`src/rtl/tinyriscv_pkg.sv`:
```
// Shared pipeline-control encodings and bus widths for the tinyriscv core.
// Also holds the state type used by the pipeline scheduler.
package tinyriscv_pkg;

    localparam int InstAddrBus   = 32;
    localparam int Hold_Flag_Bus = 3;

    localparam logic [Hold_Flag_Bus-1:0] Pipe_Flow  = 3'b000;
    localparam logic [Hold_Flag_Bus-1:0] Pipe_Stall = 3'b001;
    localparam logic [Hold_Flag_Bus-1:0] Pipe_Clear = 3'b111;

    typedef enum logic [1:0] {
        S_FLOW,
        S_STALL,
        S_FLUSH
    } pipe_sched_state_e;

endpackage

```
`src/rtl/sat_cnt.sv`:
```
// Event counter that sticks at all-ones instead of wrapping.
// A clear request takes priority over a simultaneous increment.
module sat_cnt #(
    parameter int WIDTH = 32
) (
    input  logic             clk,
    input  logic             rst,
    input  logic             inc_i,
    input  logic             clr_i,
    output logic [WIDTH-1:0] cnt_o
);

    logic [WIDTH-1:0] cnt_q;

    always_ff @(posedge clk or posedge rst) begin
        if (rst) begin
            cnt_q <= '0;
        end else if (clr_i) begin
            cnt_q <= '0;
        end else if (inc_i && (cnt_q != '1)) begin
            cnt_q <= cnt_q + WIDTH'(1);
        end
    end

    assign cnt_o = cnt_q;

endmodule

```
`src/rtl/pipe_sched.sv`:
```
// Pipeline scheduler: forwards jumps to pc_reg, drives flow/stall/clear to the
// pipeline registers, and watches for stalls that run too long.
module pipe_sched import tinyriscv_pkg::*; #(
    parameter int FLUSH_LEN     = 2,
    parameter int STALL_TIMEOUT = 1024
) (
    input  logic                     clk,
    input  logic                     rst,
    input  logic                     jump_flag_i,
    input  logic [InstAddrBus-1:0]   jump_addr_i,
    input  logic                     hold_ex_i,
    input  logic                     hold_bus_i,
    input  logic                     hold_clint_i,
    input  logic                     stall_clr_i,
    output logic [Hold_Flag_Bus-1:0] hold_flag_o,
    output logic                     jump_flag_o,
    output logic [InstAddrBus-1:0]   jump_addr_o,
    output logic                     stall_timeout_o,
    output logic [31:0]              flush_cnt_o,
    output logic [31:0]              stall_cnt_o
);

    localparam logic [3:0]  FlushLoad = 4'(FLUSH_LEN - 1);
    localparam logic [15:0] RunMax    = 16'(STALL_TIMEOUT);

    pipe_sched_state_e state_q, state_d;
    logic [3:0]        flush_q, flush_d;
    logic [15:0]       run_q, run_d;
    logic              timeout_q, timeout_d;
    logic              hold_req;
    logic              stall_now;

    assign hold_req = hold_ex_i | hold_bus_i;

    always_ff @(posedge clk or posedge rst) begin
        if (rst) begin
            state_q   <= S_FLOW;
            flush_q   <= '0;
            run_q     <= '0;
            timeout_q <= 1'b0;
        end else begin
            state_q   <= state_d;
            flush_q   <= flush_d;
            run_q     <= run_d;
            timeout_q <= timeout_d;
        end
    end

    // A new jump always restarts the flush window; it never extends a pending one.
    always_comb begin
        state_d = state_q;
        flush_d = flush_q;
        if (jump_flag_i) begin
            flush_d = FlushLoad;
            if (FLUSH_LEN > 1) begin
                state_d = S_FLUSH;
            end else begin
                state_d = hold_req ? S_STALL : S_FLOW;
            end
        end else begin
            case (state_q)
                S_FLOW, S_STALL: state_d = hold_req ? S_STALL : S_FLOW;
                S_FLUSH: begin
                    if (flush_q <= 4'd1) begin
                        flush_d = '0;
                        state_d = hold_req ? S_STALL : S_FLOW;
                    end else begin
                        flush_d = flush_q - 4'd1;
                    end
                end
                default: state_d = S_FLOW;
            endcase
        end
    end

    // Reset is folded in so the pipeline sees Clear for the whole reset window.
    always_comb begin
        hold_flag_o = Pipe_Flow;
        if (rst || jump_flag_i || hold_clint_i || (state_q == S_FLUSH)) begin
            hold_flag_o = Pipe_Clear;
        end else if (hold_req) begin
            hold_flag_o = Pipe_Stall;
        end
    end

    assign stall_now = (hold_flag_o == Pipe_Stall);

    always_comb begin
        run_d     = '0;
        timeout_d = timeout_q;
        if (stall_clr_i) begin
            run_d     = '0;
            timeout_d = 1'b0;
        end else begin
            if (stall_now) begin
                run_d = (run_q >= RunMax) ? RunMax : run_q + 16'd1;
            end
            if (run_d == RunMax) begin
                timeout_d = 1'b1;
            end
        end
    end

    sat_cnt #(.WIDTH(32)) u_flush_cnt (
        .clk   (clk),
        .rst   (rst),
        .inc_i (jump_flag_i),
        .clr_i (stall_clr_i),
        .cnt_o (flush_cnt_o)
    );

    sat_cnt #(.WIDTH(32)) u_stall_cnt (
        .clk   (clk),
        .rst   (rst),
        .inc_i (stall_now),
        .clr_i (stall_clr_i),
        .cnt_o (stall_cnt_o)
    );

    assign jump_flag_o     = jump_flag_i;
    assign jump_addr_o     = jump_addr_i;
    assign stall_timeout_o = timeout_q;

endmodule

```
`config.mk`:
```
export PLATFORM = sky130hd
export DESIGN_NAME = pipe_sched
export DESIGN_NICKNAME = d
export VERILOG_FILES = /design/src/rtl/tinyriscv_pkg.sv /design/src/rtl/sat_cnt.sv /design/src/rtl/pipe_sched.sv
export SDC_FILE = /design/constraint.sdc
export NUM_CORES = 1
export LEC_CHECK = 0
export ABC_AREA = 1
export BUFFER_PORTS_ARGS = -buffer_cell sky130_fd_sc_hd__buf_4
export CAP_MARGIN = 20
export CORE_MARGIN = 4
export CORE_UTILIZATION = 49
export CTS_CLUSTER_SIZE = 10
export DETAILED_ROUTE_END_ITERATION = 16
export PLACE_DENSITY = 0.74
export RECOVER_POWER = 25
export SLEW_MARGIN = 0
export SYNTH_ARGS = -nofsm -noshare
export SYNTH_HDL_FRONTEND = slang
export SYNTH_SLANG_ARGS = --single-unit
```
`constraint.sdc`:
```
create_clock -name clk -period 4.25 [get_ports clk]
set_clock_uncertainty 0.2 [all_clocks]
set_input_delay 1.0625 -clock clk [delete_from_list [all_inputs] [get_ports clk]]
set_output_delay 1.0625 -clock clk [all_outputs]
set_load 0.03 [all_outputs]
```
Word level (Yosys, flattened, before mapping)
Index checks and enable logic that the tools add are counted.
Storage, ports and cells
  register bits: 87
  input port bits: 39
  logic and storage cells: 50
Operators by class
  $add $sub $neg: 4
  order comparisons: 2
  eq/ne operators: 7
  multiplexer cells: 19
  bitwise logic cells: 1
  reductions and logical operators: 11
Operator list (count)
  $mux W32: 4
  $add A32 B1 Y32 const B: 2
  $mux W16: 4
  $ne A32 B32 Y1 const B: 2
  $add A16 B1 Y16 const B: 1
  $eq A16 B11 Y1 const B: 1
  $ge A16 B11 Y1 const B: 1
  $mux W4: 3
  $reduce_bool A2 Y1: 4
  $le A4 B1 Y1 const B: 1
  $mux W1: 4
  $mux W2: 2
  $pmux W2 S2: 1
  $sub A4 B1 Y4 const B: 1
  $eq A3 B1 Y1 const B: 1
  $logic_or A1 B1 Y1: 3
  $mux W3: 1
  $ne A3 B3 Y1 const B: 1
  $eq A2 B1 Y1 const B: 1
  $eq A2 B2 Y1 const B: 1
  $logic_and A1 B1 Y1: 2
  $logic_not A2 Y1: 1
  $reduce_or A2 Y1: 1
  $or A1 B1 Y1: 1

Logic depth before layout (Yosys ltp)
Gate-level depths: netlist (run 1).
  depth in word-level cells: 10
  gate-level depth with buffers: 12

Modules after synthesis
From an unflattened synthesis (run 1), not the netlist that was laid out.
Unflattened totals
  cells, all modules: 882
  area, all modules: 6010.8 sq um
Modules (own cells, without submodules)
  sat_cnt: times used 2, cells an instance 360, area each 2274.7 sq um
  pipe_sched: times used 1, cells an instance 162, area each 1461.4 sq um

Least setup slack after synthesis (run 1)
No wires, ideal clock.
  path kind: input to output
  from: in rst
  to: out hold_flag_o[2]
  arrival: 1791 ps
  required time: 2988 ps
  slack: 1197 ps
  stages: 3
  cell sequence: nor2_1 > nand3_1 > buf_4
On the way
  cells in the longest elaborated chain, start to end: 4
RTL lines
  from (decl): line pipe_sched.sv:8  | input logic rst,
  $logic_or A1 B1 Y1 (3 in series): line pipe_sched.sv:79  | if (rst || jump_flag_i || hold_clint_i || (state_q == S_FLUSH)) begin
  $mux W3: line pipe_sched.sv:79
  to (decl): line pipe_sched.sv:15  | output logic [Hold_Flag_Bus-1:0] hold_flag_o,
No other way between the ends.

Worst setup path after layout (run 1)
  from: in hold_bus_i
  to: out hold_flag_o[0]
On the way
  cells in the longest elaborated chain, start to end: 3
RTL lines
  from (decl): line pipe_sched.sv:12  | input logic hold_bus_i,
  $or A1 B1 Y1: line pipe_sched.sv:33  | assign hold_req = hold_ex_i | hold_bus_i;
  $mux W1: line pipe_sched.sv:81  | end else if (hold_req) begin
  $mux W3: line pipe_sched.sv:79
No other way between the ends.

==> reports/results.ini, run 1 <==
[pwr]
clkPwrFrac = 0.444
power.ir.vdd_worst_mv = 0.221
seqPwrFrac = 0.492
cellLeakagePower_nw = 2.95
cell_internal_pwr_w = 0.00127
powerDensity_nw_per_um2 = 263
power.combinational.fraction = 0.064
netSwitchingPower_w = 0.000447
switching_part_of_the_total_power = 0.260

[global_routing]
first_global_vias = 4983
grt_use_total = 0.231
antenna_found_initial = 0
global_route_wire_length_before_repair_mm = 24.7
grt_max_degree = 55
grt_overflow_total = 0

[placed_design]
hpwl_mm = 11.3
buffer_ports.inserted = 75
dpl_worst_slack_ns = 1.31
globalplace.congestion = 0.948

[die]
die_x_um = 117
placement_rows = 39
die_h_um = 117
fp.dieArea_sq_um = 13700
io_pins = 140
start_util = 0.504
core_area_sq_um = 11500

[min_path]
min-delay-start = state_q[1]
hold-path-endpoint = state_q[0]
timing.hold.worst_path_depth = 1
hold_path_class = reg2reg

[clock_network]
cts_hold_buf = 0
number_of_buffers_created_by_cts = 9
cts.reportedPaths.clkPinSlew_ns = 0.07
clockBufferDepth = 2
post_cts_resized = 0
post-cts-setup-buffer-count = 0
total_clock_sinks = 87
cts_tree = built
htree_levels = 3
cts.root.buffer_cell = clkbuf_16
insertion_delay_of_the_later_clocked_pin_in_the_worst_skew_pair_ns = 0.35

[logic_synthesis]
gate_count_after_technology_mapping = 844
synth.avg_cell_area_sq_um = 6.88
synth.ff_latch_count = 87
post_synth_xor_area_fraction = 0.0407
synthSimpleGateAreaFrac = 0.392
syn-cell-area_sq_um = 5810
synth_top_family_by_area = simple AND/OR/NAND/NOR gates
netlist-cell-type-count = 37
synth_warnings = 0
proportion_of_synthesized_area_in_mux_cells = 0
yosys-top-cells-area = dfrtp_1 37%, nand2_1 17%, nand3_1 7.4%
synth-compound-area-share = 0.0536
post-synth-top-area-cell = dfrtp_1
yosys.area.top_type_share = 0.375
synth.yosys.seq_area_share = 0.375
synth-adder-area-share = 0.0129

[drt]
total_drc_errors_in_the_routed_layout = 0
initialDrtViolationCount = 380
drt_wl_total_mm = 15.0
avgViaCountPerCell = 5.22
wl_per_cell_um = 14.5
vias = 5399
detail_route.first_pass.iterations = 5
ant_nets = 0

[timing]
highest_attainable_clock_frequency_ghz = 0.343
period_share = 0.686
postLayoutSetupSlackWorst_ns = 1.33
timing.setup.tns_ns = 0
hold_slack_ns = 0.251
setup_viol = 0
rsz0062_at_grt = false
drv_slew = 0
final_hold_viol_count = 0
finalCriticalPeriod_ns = 2.92

[layout]
finish.utilization = 0.566
multi_input_area_sq_um = 2920
drive_above_1_share = 0.147
sequential_cell_area_sq_um = 2180
layout-area-overhead-vs-synth_pct = 12.3
fillerInstances = 1135
antenna-diode-count = 0
design.final.nets = 932

[critical_path]
critPathCaptureType = output port
most_frequent_cp_cell = buf_4
crit_path_top_delay_cell = nor2_1
category_of_the_most_critical_setup_path = in2out
rr_startpoint = u_stall_cnt.cnt_o[0]
reg2reg_slack_ns = 1.82
critical_path.n_buffers_inverters = 2
worst_setup_path_start_kind = input pin
path_delay_family = simple AND/OR/NAND/NOR gates
timing.critical_path.cells = buf_4, nor2_1, nand3_1, buf_4
worst-endpoint-arrival_ns = 1.65
reg_to_reg_critical_path_endpoint = u_stall_cnt.cnt_o[22]
cp.required_ns = 2.99
path_depth_of_the_worst_reg2reg_path = 10
timing.critical_path.fanout_max = 3
cp_slowest_stage_delay_ns = 0.20

[run]
maxCapViolations = 0

[run_status]
status = finished clean

[synth_stat cells]
library cell / n
clkinv_1: 2
nor4_1: 1
a21oi_1: 2
buf_6: 6
nand3b_1: 1
nand2_4: 2
nand3_1: 86
ha_1: 6
nand2_1: 269
buf_4: 34
buf_2: 3
buf_1: 2
o22ai_1: 2
nand2_2: 9
buf_12: 1
or2_2: 1
inv_2: 1
nor3_2: 5
inv_1: 84
conb_1: 1
xor2_1: 15
o211ai_1: 1
nor3_1: 33
o21ai_0: 30
nor2_4: 3
o21ai_2: 11
nor2_2: 3
o21bai_1: 1
clkinv_4: 1
inv_6: 1
o21ai_1: 4
clkbuf_1: 5
a211oi_1: 1
nand4_1: 11
dfrtp_1: 87
xnor2_1: 12
nor2_1: 107
[power groups by stage]
stage,clock [W],sequential (W),combinational (W)
final,0.000763,0.000845,0.000110
after global routing,0.000817,0.000846,0.000124
after CTS,0.000781,0.000845,0.000109
after detailed placement,0,0.000861,0.000109
after global placement,0,0.000861,0.000108
after floorplan,0,0.000864,0.000137
[worst max path at each step]
stage | start | to | slack [ns] | cells past startpoint
final | hold_bus_i | hold_flag_o[0] | 1.33 | 4
after global routing | jump_flag_i | hold_flag_o[0] | 1.28 | 4
after CTS | rst | hold_flag_o[1] | 1.31 | 4
after detailed placement | rst | hold_flag_o[1] | 1.31 | 4
after global placement | rst | hold_flag_o[2] | 1.33 | 4
after floorplan | rst | flush_q[0] | 0.74 | 1
[worst register-to-register path, delay by kind of cell, from the launching register on]
kind | cells | cell delay, ns
simple gates | 7 | 0.87
flops | 1 | 0.48
buf+inv | 1 | 0.31
fa+ha+maj | 1 | 0.26
compound gates | 1 | 0.17
[cell type report]
| type | count | share of cell area |
|---|---|---|
| sequential | 87 | 0.334 |
| inverter | 89 | 0.0529 |
| tap | 143 | 0.0274 |
| multi-input combinational | 621 | 0.447 |
| clock buffer | 10 | 0.0351 |
| timing repair buffer | 79 | 0.0953 |
| clock inverter | 6 | 0.00806 |
[layout by cell type, fill, tap and decap left out, types with 12 or more instances in the layout]
master	n
nand2_1	269
nor2_1	107
dfrtp_1	87
nand3_1	86
inv_1	83
buf_4	76
nor3_1	33
o21ai_0	30
xor2_1	15
xnor2_1	12
[through the flow]
step	instances	area, sq um	power (W)
final	1035	6520	0.00172
after global routing	1035	6520	0.00179
after CTS	1034	6500	0.00173
after detailed placement	1018	6220	0.000970
after global placement	1018	6220	0.000969
after floorplan	848	5820	0.00100
[state kept, by name, summed over array words and instances, names as in the netlist]
name,count
u_stall_cnt.cnt_o,32
u_flush_cnt.cnt_o,32
flush_q,4
run_q,16
stall_timeout_o,1
state_q,2
[cell families (layout without fill, tap and decap cells)]
logic type / Yosys count / count (layout)
AOI/OAI and AO/OA: 52 / 52
xor gates and xnor gates: 27 / 27
adders and majority gates: 6 / 6
buffers and inverters: 140 / 184
DFF: 87 / 87
other: 1 / 5
and+or+nand+nor: 531 / 531
[routing by layer]
metal  track usage  vias to the layer above  part of all wire
met3        0.0514                       41             0.062
met2         0.388                      164              0.48
li1              -                     2722                 -
met5             0                        -                 0
met1         0.294                     2472              0.43
met4        0.0856                        0             0.031
No activity file was read; power rests on OpenSTA's default activity.
==> inputs of run 2 (changes only) <==
Settings changed: ABC_AREA 1 to 0, PLACE_DENSITY 0.74 to 0.76.
Clock period 4.25 ns to 2.87 ns, I/O delays scaled along.
==> reports/results.ini, run 2 <==
[placed_design]
dpl_worst_slack_ns = 0.0814
buffer_ports.inserted = 75
globalplace.congestion = 0.827
hpwl_mm = 7.62

[pwr]
cellLeakagePower_nw = 2.21
power.ir.vdd_worst_mv = 0.273
powerDensity_nw_per_um2 = 431

[logic_synthesis]
post-synth-top-area-cell = dfrtp_1
synth_warnings = 0
synthMostInstantiatedCell = dfrtp_1
yosys.area.top_type_share = 0.455
postSynth.asyncResetShare = 1.00
top_cell_types_by_occurrence_after_synthesis = 87 x dfrtp_1, 55 x a21oi_1, 40 x nor2_1
post_synth_edffs = 0
gate_count_after_technology_mapping = 515
netlist-cell-type-count = 48
synth.avg_cell_area_sq_um = 9.30
syn-cell-area_sq_um = 4790
synth.ff_latch_count = 87
most_used_flip_flop_cell_after_synthesis = dfrtp_1
synth.yosys.seq_area_share = 0.455
yosys-top-cells-area = dfrtp_1 45%, buf_4 5.8%, a21oi_1 5.8%

[layout]
layout-area-overhead-vs-synth_pct = 15.0
fillerInstances = 858
mostFrequentLayoutCells = 87 x dfrtp_1, 84 x buf_4, 55 x a21oi_1, 40 x nor2_1, 30 x or4_1
mostFrequentLayoutCell = dfrtp_1
sequential_cell_area_sq_um = 2180
design.final.nets = 606
multi_input_area_sq_um = 2190
antenna-diode-count = 0
drive_above_1_share = 0.207

[drt]
vias = 4095
ant_nets = 0
avgViaCountPerCell = 5.91
drt_wl_total_mm = 10.8
detail_route.first_pass.iterations = 4
total_drc_errors_in_the_routed_layout = 0
wl_per_cell_um = 15.6
initialDrtViolationCount = 172

[global_routing]
grt_overflow_total = 0
first_global_vias = 3902
grt_use_total = 0.190
grt_max_degree = 50
global_route_wire_length_before_repair_mm = 18.0
antenna_found_initial = 0

[critical_path]
category_of_the_most_critical_setup_path = reg2reg
cp_slowest_stage_delay_ns = 0.47
worst-endpoint-arrival_ns = 2.64
reg_to_reg_critical_path_endpoint = u_stall_cnt.cnt_o[18]
timing.critical_path.cells = ha_1, nand3_1, buf_4, or2_1, or3_4, or4_1, a21oi_1
cp.required_ns = 2.94
path_depth_of_the_worst_reg2reg_path = 7
cp-startpoint = u_stall_cnt.cnt_o[0]
crit_path_top_delay_cell = or4_1
critPathCaptureType = flip-flop
timing.critical_path.fanout_max = 7
reg2reg_slack_ns = 0.30
rr_startpoint = u_stall_cnt.cnt_o[0]
worst_setup_path_start_kind = flip-flop

[timing]
setup_viol = 0
finalCriticalPeriod_ns = 2.57
rsz0062_at_grt = false
relSlewSlack = 0.205
postLayoutSetupSlackWorst_ns = 0.304
hold_slack_ns = 0.260
tightestPinTransition_ns = 1.19
timing.setup.tns_ns = 0
final_hold_viol_count = 0
highest_attainable_clock_frequency_ghz = 0.390
drv_slew = 0
period_share = 0.894

[clock_network]
post_cts_resized = 0
htree_levels = 3
number_of_buffers_created_by_cts = 9
post-cts-setup-buffer-count = 0
insertion_delay_of_the_later_clocked_pin_in_the_worst_skew_pair_ns = 0.34
cts.root.buffer_cell = clkbuf_8
total_clock_sinks = 87
clockBufferDepth = 2
cts.reportedPaths.clkPinSlew_ns = 0.08
cts_tree = built
cts_hold_buf = 0

[die]
io_pins = 140
die_h_um = 107
fp.dieArea_sq_um = 11400
die_x_um = 107
placement_rows = 35
start_util = 0.511
core_area_sq_um = 9370

[run_status]
status = finished clean

[run]
maxCapViolations = 0

[min_path]
min-delay-start = state_q[1]
hold_path_class = reg2reg
hold-path-endpoint = state_q[0]
timing.hold.worst_path_depth = 1

==> run 2: cell types whose count changed after synthesis, sizes merged, moves of 30 or more <==
| cell | delta |
|---|---|
| inv | -66 |
| nand3 | -61 |
| or4 | +31 |
| nor2 | -73 |
| a21oi | +53 |
| or3 | +30 |
| nand2 | -253 |
| nor3 | -32 |
==> run 2: per-stage QoR <==
| stage | util | cell area [sq um] | total power (W) | instances |
|---|---|---|---|---|
| floorplan | - | 4810 | 0.00144 | 519 |
| global placement | 0.564 | 5280 | 0.00140 | 679 |
| detailed placement | 0.564 | 5280 | 0.00141 | 679 |
| CTS | 0.589 | 5520 | 0.00241 | 693 |
| global route | 0.587 | 5510 | 0.00247 | 693 |
| finish | 0.587 | 5510 | 0.00237 | 693 |
==> run 2: layout make-up <==
class                   count  area share
well taps                 129      0.0293
repair buffers             88       0.121
clock buffers              10      0.0250
inverters                  20      0.0139
multi-input cells         355       0.398
flip-flops and latches     87       0.395
clock inverters             4      0.0173
==> run 2: power by group <==
| group | switching, W | internal, W | total, W |
|---|---|---|---|
| sequential | 0.0000107 | 0.00124 | 0.00125 |
| clock | 0.000406 | 0.000591 | 0.000998 |
| combinational | 0.0000908 | 0.0000364 | 0.000127 |
==> run 2: worst max-delay path, delay by kind of cell, from the launching register on <==
kind / cells / cell delay, ns
flops: 1 / 0.41
compound gates: 1 / 0.16
fa+ha+maj: 1 / 0.26
simple gates: 4 / 1.30
buf+inv: 1 / 0.17
==> run 2: layer usage <==
layer	share of wire	global-route usage	up-vias	wire length, um
li1	-	-	1948	-
met1	0.44	0.238	2020	4750
met2	0.48	0.319	102	5190
met3	0.061	0.0446	25	661
met4	0.016	0.0767	0	170
met5	0	0	-	0
==> run 2: how the worst max path moves through the flow <==
stage / endpoint
finish: u_stall_cnt.cnt_o[18]
global route: u_stall_cnt.cnt_o[18]
CTS: u_stall_cnt.cnt_o[18]
detailed placement: u_stall_cnt.cnt_o[30]
global placement: u_stall_cnt.cnt_o[30]
floorplan: run_q[2]
==> run 2: logic make-up (layout without fill, tap and decap cells) <==
group / Yosys count / after routing / share of synthesized area
compound gates: 122 / 122 / 0.155
xor+xnor: 17 / 17 / 0.0311
fa+ha+maj: 6 / 6 / 0.0157
buf+inv: 77 / 122 / 0.0925
flops: 87 / 87 / 0.455
mux: 3 / 3 / 0.00653
other cells: 1 / 5 / 0.000783
simple gates: 202 / 202 / 0.243
==> inputs of run 3 (changes only) <==
Settings changed: GPL_TIMING_DRIVEN set to 0.
==> reports/results.ini, run 3 (synthesis gave the netlist of run 2 again) <==
[timing]
final_hold_viol_count = 0
timing.setup.tns_ns = 0
finalCriticalPeriod_ns = 2.69
relSlewSlack = 0.328
rsz0062_at_grt = false
postLayoutSetupSlackWorst_ns = 0.179
highest_attainable_clock_frequency_ghz = 0.372
period_share = 0.938
setup_viol = 0
tightestPinTransition_ns = 1.01
drv_slew = 0

[critical_path]
path_depth_of_the_worst_reg2reg_path = 8
critPathCaptureType = output port
category_of_the_most_critical_setup_path = in2out
crit_path_top_delay_cell = nor3_2
rr_startpoint = u_stall_cnt.cnt_o[0]
timing.critical_path.fanout_max = 9
reg_to_reg_critical_path_endpoint = u_stall_cnt.cnt_o[1]
most_frequent_cp_cell = buf_4
reg2reg_slack_ns = 0.19
cp.required_ns = 1.95
worst_setup_path_start_kind = input pin
cp_slowest_stage_delay_ns = 0.34
worst-endpoint-arrival_ns = 1.77
timing.critical_path.cells = clkbuf_1, nor3_2, nand2_1, buf_4, buf_4

[drt]
avgViaCountPerCell = 5.65
wl_per_cell_um = 15.4
drt_wl_total_mm = 11.9
initialDrtViolationCount = 252
detail_route.first_pass.iterations = 4
vias = 4354
total_drc_errors_in_the_routed_layout = 0
ant_nets = 0

[layout]
antenna-diode-count = 0
mostFrequentLayoutCell = buf_4
layout.cells.non_filler = 771
mostFrequentLayoutCells = 142 x buf_4, 87 x dfrtp_1, 55 x a21oi_1, 40 x nor2_1, 30 x or4_1
layout-area-overhead-vs-synth_pct = 25.5
design.final.nets = 683
drive_above_1_share = 0.285

[global_routing]
antenna_found_initial = 0
grt_max_degree = 42
global_route_wire_length_before_repair_mm = 19.9
grt_overflow_total = 0
first_global_vias = 4257
grt_use_total = 0.210

[die]
fp.dieArea_sq_um = 11400
core_area_sq_um = 9370
die_h_um = 107
die_x_um = 107
start_util = 0.511
io_pins = 140
placement_rows = 35

[pwr]
power.combinational.fraction = 0.104
power.ir.vdd_worst_mv = 0.290
netSwitchingPower_w = 0.000590
powerDensity_nw_per_um2 = 404
cellLeakagePower_nw = 2.51
seqPwrFrac = 0.514
switching_part_of_the_total_power = 0.243
clkPwrFrac = 0.382
cell_internal_pwr_w = 0.00184

[clock_network]
htree_levels = 3
number_of_buffers_created_by_cts = 9
cts.root.buffer_cell = clkbuf_8
cts_tree = built
insertion_delay_of_the_later_clocked_pin_in_the_worst_skew_pair_ns = 0.35
cts.reportedPaths.clkPinSlew_ns = 0.09
clockBufferDepth = 2
total_clock_sinks = 87
cts_hold_buf = 0
post-cts-setup-buffer-count = 0

[placed_design]
globalplace.congestion = 0.852
hpwl_mm = 8.86
dpl_worst_slack_ns = -0.212
placed_cells_incl_taps = 756
buffer_ports.inserted = 106

[run]
maxCapViolations = 0

[run_status]
status = finished clean

[min_path]
hold_path_class = in2async

## run 3: cell count changes in the layout (fill, tap and decap cells not counted), sizes merged
cell    delta
clkinv     +1
bufinv     -1
buf       +62
clkbuf    +16
## run 3: routing by layer
| layer | share of wire | global-route usage | vias to the layer above |
|---|---|---|---|
| met5 | 0 | 0 | - |
| met4 | 0.013 | 0.0575 | 0 |
| met3 | 0.069 | 0.0439 | 14 |
| met2 | 0.50 | 0.366 | 142 |
| met1 | 0.42 | 0.264 | 2099 |
| li1 | - | - | 2099 |
## run 3: how the worst max path moves through the flow
| stage | from | endpoint | slack [ns] | cells after the start |
|---|---|---|---|---|
| 2_1_floorplan | jump_flag_i | run_q[2] | 0.27 | 7 |
| 3_3_place_gp | jump_flag_i | u_stall_cnt.cnt_o[30] | -0.20 | 6 |
| 3_5_place_dp | jump_flag_i | u_stall_cnt.cnt_o[30] | -0.21 | 6 |
| 4_1_cts | jump_flag_i | hold_flag_o[2] | 0.15 | 5 |
| 5_1_grt | u_stall_cnt.cnt_o[0] | u_stall_cnt.cnt_o[1] | 0.02 | 8 |
| 6_report | jump_flag_i | hold_flag_o[2] | 0.18 | 5 |
## run 3: through the flow
stage / hold slack [ns] / area, sq um / total power, W / util
after detailed placement: 0.283 / 5800 / 0.00154 / 0.619
final: 0.212 / 6010 / 0.00243 / 0.641
after CTS: 0.145 / 6010 / 0.00246 / 0.642
after global placement: 0.254 / 5760 / 0.00152 / 0.615
after floorplan: 0.237 / 4810 / 0.00144 / -
after global routing: 0.256 / 6010 / 0.00253 / 0.641
## run 3: final cells by class
class	instances	area [sq um]
clock buffer	11	141
buffer	57	368
multi-input combinational	355	2210
timing repair buffer	108	805
inverter	20	76.3
clock inverter	4	70.1
sequential	87	2180
fill	813	3360
tap	129	161
## run 3: power by group through the flow
stage	clock [W]	combinational [W]	sequential, W
floorplan	0	0.000165	0.00128
global placement	0	0.000251	0.00127
detailed placement	0	0.000262	0.00127
CTS	0.000950	0.000262	0.00125
global route	0.00100	0.000276	0.00125
finish	0.000927	0.000253	0.00125
## run 3: repair_timing
action,4_1_cts,5_1_grt
endpoints found under the setup margin,0,9
gates resized for setup,0,4
endpoints found under the hold margin,0,0
## run 3: worst max-delay path: cells and delay by family
family | cells | cell delay [ns]
buffers and inverters | 3 | 0.54
and+or+nand+nor | 2 | 0.51
